`config.mk`:
```
export PLATFORM = sky130hd
export DESIGN_NAME = jtopl_eg_step
export DESIGN_NICKNAME = d
export VERILOG_FILES = /design/src/rtl/jtopl_eg_step.sv
export SDC_FILE = /design/constraint.sdc
export NUM_CORES = 1
export LEC_CHECK = 0
export BUFFER_PORTS_ARGS = -buffer_cell sky130_fd_sc_hd__buf_2
export CAP_MARGIN = 20
export CORE_MARGIN = 3
export CORE_UTILIZATION = 65
export CTS_CLUSTER_DIAMETER = 200
export DETAILED_ROUTE_END_ITERATION = 10
export HOLD_SLACK_MARGIN = 0.02
export PLACE_DENSITY = 0.83
export SYNTH_ARGS = -nofsm -noshare
export SYNTH_HDL_FRONTEND = slang
export SYNTH_SLANG_ARGS = --single-unit
```
`constraint.sdc`:
```
create_clock -name clk -period 34.5 [get_ports clk]
set_clock_uncertainty 0.1 [all_clocks]
set_input_delay 0 -clock clk [delete_from_list [all_inputs] [get_ports clk]]
set_output_delay 0 -clock clk [all_outputs]
set_load 0.01 [all_outputs]
```
`src/rtl/jtopl_eg_step.sv`:
```
// Per-operator ADSR envelope generator producing a 9-bit attenuation (0 = loudest).
// Optional macro JTOPL_EG_STATE_EN adds the eg_state[1:0] output.
module jtopl_eg_step #(
    parameter logic [8:0] ATT_MAX = 9'd511
) (
    input  logic        rst,
    input  logic        clk,
    input  logic        cen,
    input  logic        zero,
    input  logic [14:0] eg_cnt,
    input  logic        keyon,
    input  logic [3:0]  ar,
    input  logic [3:0]  dr,
    input  logic [3:0]  rr,
    input  logic [3:0]  sl,
    input  logic        eg_type,
    input  logic        ksr,
    input  logic [3:0]  kc,
    output logic [8:0]  att,
    output logic        eg_off
`ifdef JTOPL_EG_STATE_EN
    ,
    output logic [1:0]  eg_state
`endif
);

    typedef enum logic [1:0] {
        ATTACK  = 2'd0,
        DECAY   = 2'd1,
        SUSTAIN = 2'd2,
        RELEASE = 2'd3
    } state_t;

    state_t      state, next_state;
    logic [8:0]  next_att;
    logic        keyon_last;

    logic [3:0]  ofs;
    logic [3:0]  rate;
    logic [5:0]  eff_cur;
    logic [5:0]  eff_ar;
    logic [3:0]  inc;
    logic [9:0]  att_sum;
    logic [8:0]  att_up;
    logic [8:0]  att_dn;
    logic [12:0] prod;
    logic [9:0]  dec_amt;
    logic [8:0]  target;

    function automatic logic [5:0] eff_rate(input logic [3:0] r, input logic [3:0] o);
        logic [6:0] sum;
        sum = {1'b0, r, 2'b00} + {3'b000, o};
        if (r == 4'd0)
            return 6'd0;
        else if (sum > 7'd63)
            return 6'd63;
        else
            return sum[5:0];
    endfunction

    // Slow rates step only when the low counter bits are clear; fast rates step every update.
    function automatic logic [3:0] step_inc(input logic [5:0] eff, input logic [14:0] cnt);
        logic [7:0]  pat;
        logic [3:0]  hi;
        logic [3:0]  sh;
        logic [14:0] mask;
        logic [14:0] shifted;
        logic [3:0]  base;
        logic [3:0]  result;
        hi     = eff[5:2];
        result = 4'd0;
        case (eff[1:0])
            2'd0:    pat = 8'b10101010;
            2'd1:    pat = 8'b11101010;
            2'd2:    pat = 8'b11101110;
            default: pat = 8'b11111110;
        endcase
        if (hi >= 4'd13) begin
            base   = pat[cnt[2:0]] ? 4'd2 : 4'd1;
            result = base << (hi - 4'd13);
        end else if (hi != 4'd0) begin
            sh      = 4'd13 - hi;
            mask    = (15'd1 << sh) - 15'd1;
            shifted = cnt >> sh;
            if ((cnt & mask) == 15'd0)
                result = {3'b000, pat[shifted[2:0]]};
        end
        return result;
    endfunction

    always_comb begin
        ofs = ksr ? kc : {2'b00, kc[3:2]};
        case (state)
            ATTACK:  rate = ar;
            DECAY:   rate = dr;
            SUSTAIN: rate = eg_type ? 4'd0 : rr;
            default: rate = rr;
        endcase
        eff_cur = eff_rate(rate, ofs);
        eff_ar  = eff_rate(ar, ofs);
        inc     = step_inc(eff_cur, eg_cnt);

        att_sum = {1'b0, att} + {6'd0, inc};
        att_up  = (att_sum > {1'b0, ATT_MAX}) ? ATT_MAX : att_sum[8:0];

        prod    = {4'd0, att} * {9'd0, inc};
        dec_amt = {1'b0, prod[12:3]} + 10'd1;
        att_dn  = ({1'b0, att} > dec_amt) ? (att - dec_amt[8:0]) : 9'd0;

        target  = (sl == 4'd15) ? 9'd496 : {1'b0, sl, 4'b0000};
    end

    // Key edges take priority over the rate update in the same cen cycle.
    always_comb begin
        next_state = state;
        next_att   = att;
        if (cen) begin
            if (keyon && !keyon_last) begin
                if (eff_ar >= 6'd60) begin
                    next_att   = 9'd0;
                    next_state = DECAY;
                end else begin
                    next_state = ATTACK;
                end
            end else if (!keyon && keyon_last) begin
                next_state = RELEASE;
            end else if (zero) begin
                case (state)
                    ATTACK: begin
                        if (inc != 4'd0) begin
                            next_att = att_dn;
                            if (att_dn == 9'd0)
                                next_state = DECAY;
                        end
                    end
                    DECAY: begin
                        next_att = att_up;
                        if (att_up >= target)
                            next_state = SUSTAIN;
                    end
                    default: next_att = att_up;
                endcase
            end
        end
    end

    always_ff @(posedge clk or posedge rst) begin
        if (rst) begin
            state      <= RELEASE;
            att        <= ATT_MAX;
            keyon_last <= 1'b0;
            eg_off     <= 1'b1;
        end else begin
            state  <= next_state;
            att    <= next_att;
            eg_off <= (state == RELEASE) && (att == ATT_MAX);
            if (cen)
                keyon_last <= keyon;
        end
    end

`ifdef JTOPL_EG_STATE_EN
    assign eg_state = state;
`endif

endmodule
```
-- Word-level counts from Yosys, hierarchy flattened
Cells that the tools add are included.
- $add $sub $neg: 8
- $mul: 1
- order comparisons: 9
- eq/ne operators: 13
- shift operators: 3
- multiplexer cells: 33
- bitwise logic cells: 1
- reductions and logical operators: 18
- operator list (cell ; count):
    2-to-1 mux 9 bit ; 9
    2-to-1 mux 6 bit ; 4
    case mux 7 bit (3 select lines) ; 1
    AND 15 bit ; 1
    zero test 15 bit ; 1
    left shift 1 x 4 -> 15 bit (first input constant) ; 1
    right shift 15 x 4 -> 3 bit ; 1
    subtractor 15 x 1 -> 15 bit (second input constant) ; 1
    adder 6 x 4 -> 7 bit ; 2
    greater-than comparator 7 x 6 -> 1 bit (second input constant) ; 2
    2-to-1 mux 2 bit ; 7
    multiplier 9 x 4 -> 13 bit ; 1
    2-to-1 mux 4 bit ; 3
    != test 4 bit (second input constant) ; 3
    case mux 4 bit (3 select lines) ; 1
    nonzero test 4 bit ; 3
    adder 10 x 1 -> 10 bit (second input constant) ; 1
    adder 9 x 4 -> 10 bit ; 1
    greater-than comparator 10 x 9 -> 1 bit (second input constant) ; 1
    greater-than comparator 9 x 10 -> 1 bit ; 1
    == test 9 bit (second input constant) ; 1
    >= comparator 9 bit ; 1
    zero test 9 bit ; 1
    subtractor 9 bit ; 1
    23 further kinds ; 37
- bits in registers: 13
- output and inout bits: 10
- logic and storage cells: 90

-- Logic depth before layout (Yosys ltp)
- depth after elaboration: 25
- gate-level depth with buffers: 52

-- Worst setup path before layout
Ideal clock, no wire load.
- kind: flip-flop to flip-flop
- start: register state[1]
- end: register state[1]
- arrival time: 10.753 ns
- required time: 34.317 ns
- slack: 23.564 ns
- cell stages (with the launch flop): 51
- path through: dfstp_2 -> buf_4 -> nor2_1 -> o21ai_0 -> nand2_1 -> inv_1 -> ha_1 -> inv_1 -> fa_1 -> clkbuf_1 -> nor3_1 -> a21boi_0 -> o22ai_1 -> buf_2 -> ha_1 -> clkbuf_1 -> inv_1 -> a211oi_2 -> [15 not listed] -> fa_1 -> fa_1 -> nor2b_1 -> o21ai_0 -> a21boi_0 -> o21a_1 -> o211a_1 -> nor2_1 -> xnor2_1 -> nand3_1 -> xor2_1 -> ha_1 -> nor4_1 -> nor2_1 -> or4_1 -> nor4_1 -> o2bb2ai_1 -> a41oi_1
- longest elaborated chain between the ends: 21
- elaborated cells between the ends (all ways): 51
- classes of those cells: 7 x add/sub; 1 x mul; 5 x order compare; 7 x eq/ne; 3 x shift; 18 x mux; 1 x bitwise; 9 x reduce/logical
- ends and longest elaborated chain (item ; RTL line ; RTL):
    from (decl) ; 34 ; state_t state, next_state;
    from (signal assigned) ; 154 ; state <= next_state;
    == test 2 bit (tied with other cells) ; 93 ; case (state)
    case mux 4 bit (3 select lines) ; 93 ;
    adder 6 x 4 -> 7 bit ; 52 ; sum = {1'b0, r, 2'b00} + {3'b000, o};
    greater-than comparator 7 x 6 -> 1 bit ; 55 ; else if (sum > 7'd63)
    2-to-1 mux 6 bit ; 55 ;
    2-to-1 mux 6 bit ; 53 ; if (r == 4'd0)
    subtractor 4 bit ; 82 ; sh = 4'd13 - hi;
    left shift 1 x 4 -> 15 bit ; 83 ; mask = (15'd1 << sh) - 15'd1;
    [5 not listed] ; - ;
    2-to-1 mux 4 bit ; 78 ; if (hi >= 4'd13) begin
    multiplier 9 x 4 -> 13 bit ; 106 ; prod = {4'd0, att} * {9'd0, inc};
    adder 10 x 1 -> 10 bit ; 107 ; dec_amt = {1'b0, prod[12:3]} + 10'd1;
    subtractor 9 bit or greater-than comparator 9 x 10 -> 1 bit (tied branches) ; 108 ; att_dn = ({1'b0, att} > dec_amt) ? (att - dec_amt[8:0]) : 9'd0;
    2-to-1 mux 9 bit ; 108 ;
    zero test 9 bit ; 132 ; if (att_dn == 9'd0)
    != test 4 bit (no source line) ; - ;
    AND reduction 6 bit (no source line) ; - ;
Parallel ways exist; a longest one is shown, timed or not. The select of a mux whose other input is x is not followed.
A chain may end at the register's enable or synchronous reset.

-- Worst setup path in the final report
Same ends and word-level chain as after synthesis.

==> impl_results.md <==
* Status: complete, no violations
* Sequential-to-total area share from yosys stat at 0.0746
* IO Pins at 52
* Largest net degree at the start of global routing at 28
* Layout cell share with drive strength beyond 1 at 0.135
* Syn_area_per_cell at 7.37 sq um
* Worst-Margin Slew at 1100 ps
* Crit end category: flip-flop
* Cells after Synth at 619
* Reg-to-reg setup timing slack at 22350 ps
* Setup Viol. Count Final at 0
* Vias per std cell at 6.76
* Mapped Nets at 728
* HP Class: in -> reg
* Synthesized cell area at around 4600 sq um
* Total die area at 8060 sq um
* Core Area at 6570 sq um
* Asr flop ratio synth at 1.00
* Synth Register Bits at 13
* Crit path to: state[1]
* Worst Setup Path Type: reg -> reg
* Unrepaired setup endpoints after global routing: false
* Antenna Violating Nets Remaining at 0
* Data required time of the worst path at about 35000 ps
* H-tree depth at 1
* Period utilization at 0.352
* CTS Buffer Depth at 2
* Hold Fails Final Rpt at 0
* Startpoint Class: flip-flop
* Max-cap viol count at 0
* Die Ht at 89.8 microns
* Final setup margin at between 20000 and 25000 ps
* Slew Viols, Final at 0
* Post-route DRC at 0
* Reg2reg start: state[1]
* Count leader, synth: nand2_1
* Top cell by count, worst path: ha_1
* Std cell rows at 29
* Port Buf Inserts at 51
* Clock transition at path regs at 50 ps
* Total track usage at 0.320
* HPWL Detailed at 10.5 mm
* Cell count of the worst reg-to-reg path at 46
* Crit-path slowest cell: dfstp_2
* YS warnings at 0
* Ys flop type: dfstp_2
* CTS Sinks at 13
* CP peak stage delay at between 600 and 700 ps
* Crit path max fanout at 18
* Post-synth EDFFs at 0
* Synth cell count leaders: nand2_1, inv_1, ha_1, nor2_1, o21ai_0
* Pre-CTS setup slack at 22620 ps
* Antenna diodes at 0
* Post-CTS Resized at 0
* Total grt overflow at 0
* TritonCTS Buffers at 3
* Skew-Pair Late Insertion Delay at 250 ps
* Slew HR at 0.262
* Effective utilization at floorplan at 0.695
* Via count at slightly above 5k
* Routed len/inst at 18.0 microns
* Fin nets at 761
* Sum of negative setup slack at 0 ps
* First-pass detailed-route iteration total at 6
* First-pass GRT wire length at 22.1 mm
* Final wirelength at 13.4 mm
* Initial DRC Count at 492
* DIE WIDTH at 89.8 microns
* CTS tree: yes
* Synth top area cells: ha_1, fa_1, dfstp_2, nand2_1, inv_1
* Antenna violations before repair at 0
* Fmax at 82.3 MHz
* Vias in the first global route at 4640
* Crit Reg-Reg Endpoint: state[1]
* Root buffer cell: clkbuf_8
* Worst Path Arrival at 12210 ps
* Area Overhead vs Synth at 7.32%
* GPL Wtd Cong at 1.04
* Post-synthesis cell type count at between 80 and 90
* Area leader, netlist: ha_1
* Setup crit start: state[1]
* Share of the synthesized area in the top cell type at 0.134
* Post-layout minimum cycle time at 12150 ps
## placed cells by master, fill, tap and decap left out, types with 4 or more instances in the layout
master / Yosys / layout
a211oi_1: 9 / 9
a21boi_0: 4 / 4
a21o_1: 6 / 6
a21oi_1: 25 / 25
a31oi_1: 11 / 11
and2_1: 9 / 9
and3_1: 8 / 8
buf_2: 6 / 51
dfstp_2: 12 / 12
fa_1: 18 / 18
ha_1: 49 / 49
inv_1: 59 / 59
mux2i_1: 14 / 14
nand2_1: 65 / 65
nand2b_1: 8 / 8
nand3_1: 21 / 21
nand4_1: 8 / 8
nor2_1: 43 / 43
nor2b_1: 14 / 14
nor3_1: 15 / 15
nor4_1: 7 / 7
o211ai_1: 7 / 7
o21a_1: 7 / 7
o21ai_0: 33 / 33
o22ai_1: 5 / 5
o31a_1: 4 / 4
o31ai_1: 7 / 7
o32ai_1: 11 / 11
xnor2_1: 20 / 20
xor2_1: 9 / 9
## critical path: cells and delay by family (launching register included)
kind	cells	cell delay [ps]
buf+inv	4	610
flops	1	690
simple gates	18	4540
xor+xnor	1	130
compound gates	16	3370
fa+ha+maj	7	2600
## state kept, by name (all words and copies together) (netlist names)
signal      count
att             9
eg_off          1
keyon_last      1
state           2
## worst min-delay path by stage
stage / from / to / slack [ps] / depth (start not counted)
2_1_floorplan: rst / keyon_last / -230 / 1
3_3_place_gp: rst / keyon_last / -70 / 2
3_5_place_dp: rst / keyon_last / -60 / 2
4_1_cts: keyon / state[1] / 90 / 4
5_1_grt: keyon / state[1] / 110 / 4
6_report: keyon / state[1] / 100 / 4
## cell families (layout without fill, tap and decap cells)
logic type,after synthesis,count (layout),share of synthesized area
compound gates,178,178,0.279
xor+xnor,29,29,0.0557
fa+ha+maj,69,69,0.218
buf+inv,87,119,0.0757
flops,13,13,0.0746
mux,20,20,0.0505
other cells,1,1,0.000822
simple gates,222,222,0.246
## layer usage
layer | vias to the layer above | track usage | wire length [microns]
li1 | 2334 | - | -
met1 | 2363 | 0.465 | 5900
met2 | 292 | 0.501 | 5920
met3 | 41 | 0.0384 | 1260
met4 | 0 | 0.0868 | 329
met5 | - | 0 | 0
## timing repair
action                                  in CTS  in global routing
hold buffers                                 3                  0
endpoints found under the setup margin       0                  0
buffers inserted                             0                  0
hold endpoints to repair                     9                  0
## through the flow
stage / instance area [sq um] / hold WS (ps) / cells / utilization
2_1_floorplan: 4560 / -232 / 619 / -
3_3_place_gp: 4820 / -67.1 / 737 / 0.734
3_5_place_dp: 4820 / -61.2 / 737 / 0.734
4_1_cts: 4900 / 88.8 / 744 / 0.746
5_1_grt: 4900 / 113 / 744 / 0.746
6_report: 4900 / 96.6 / 744 / 0.746
## final cells by class
type	count	area, sq um
Multi-Input combinational cell	519	3880
Fill cell	525	1670
Sequential cell	13	340
Timing Repair Buffer	55	293
Inverter	60	225
Tap cell	93	116
Clock buffer	4	45.0
Power is not shown: default switching activity piles up to over one toggle a cycle in this logic, so the estimate is an artifact.
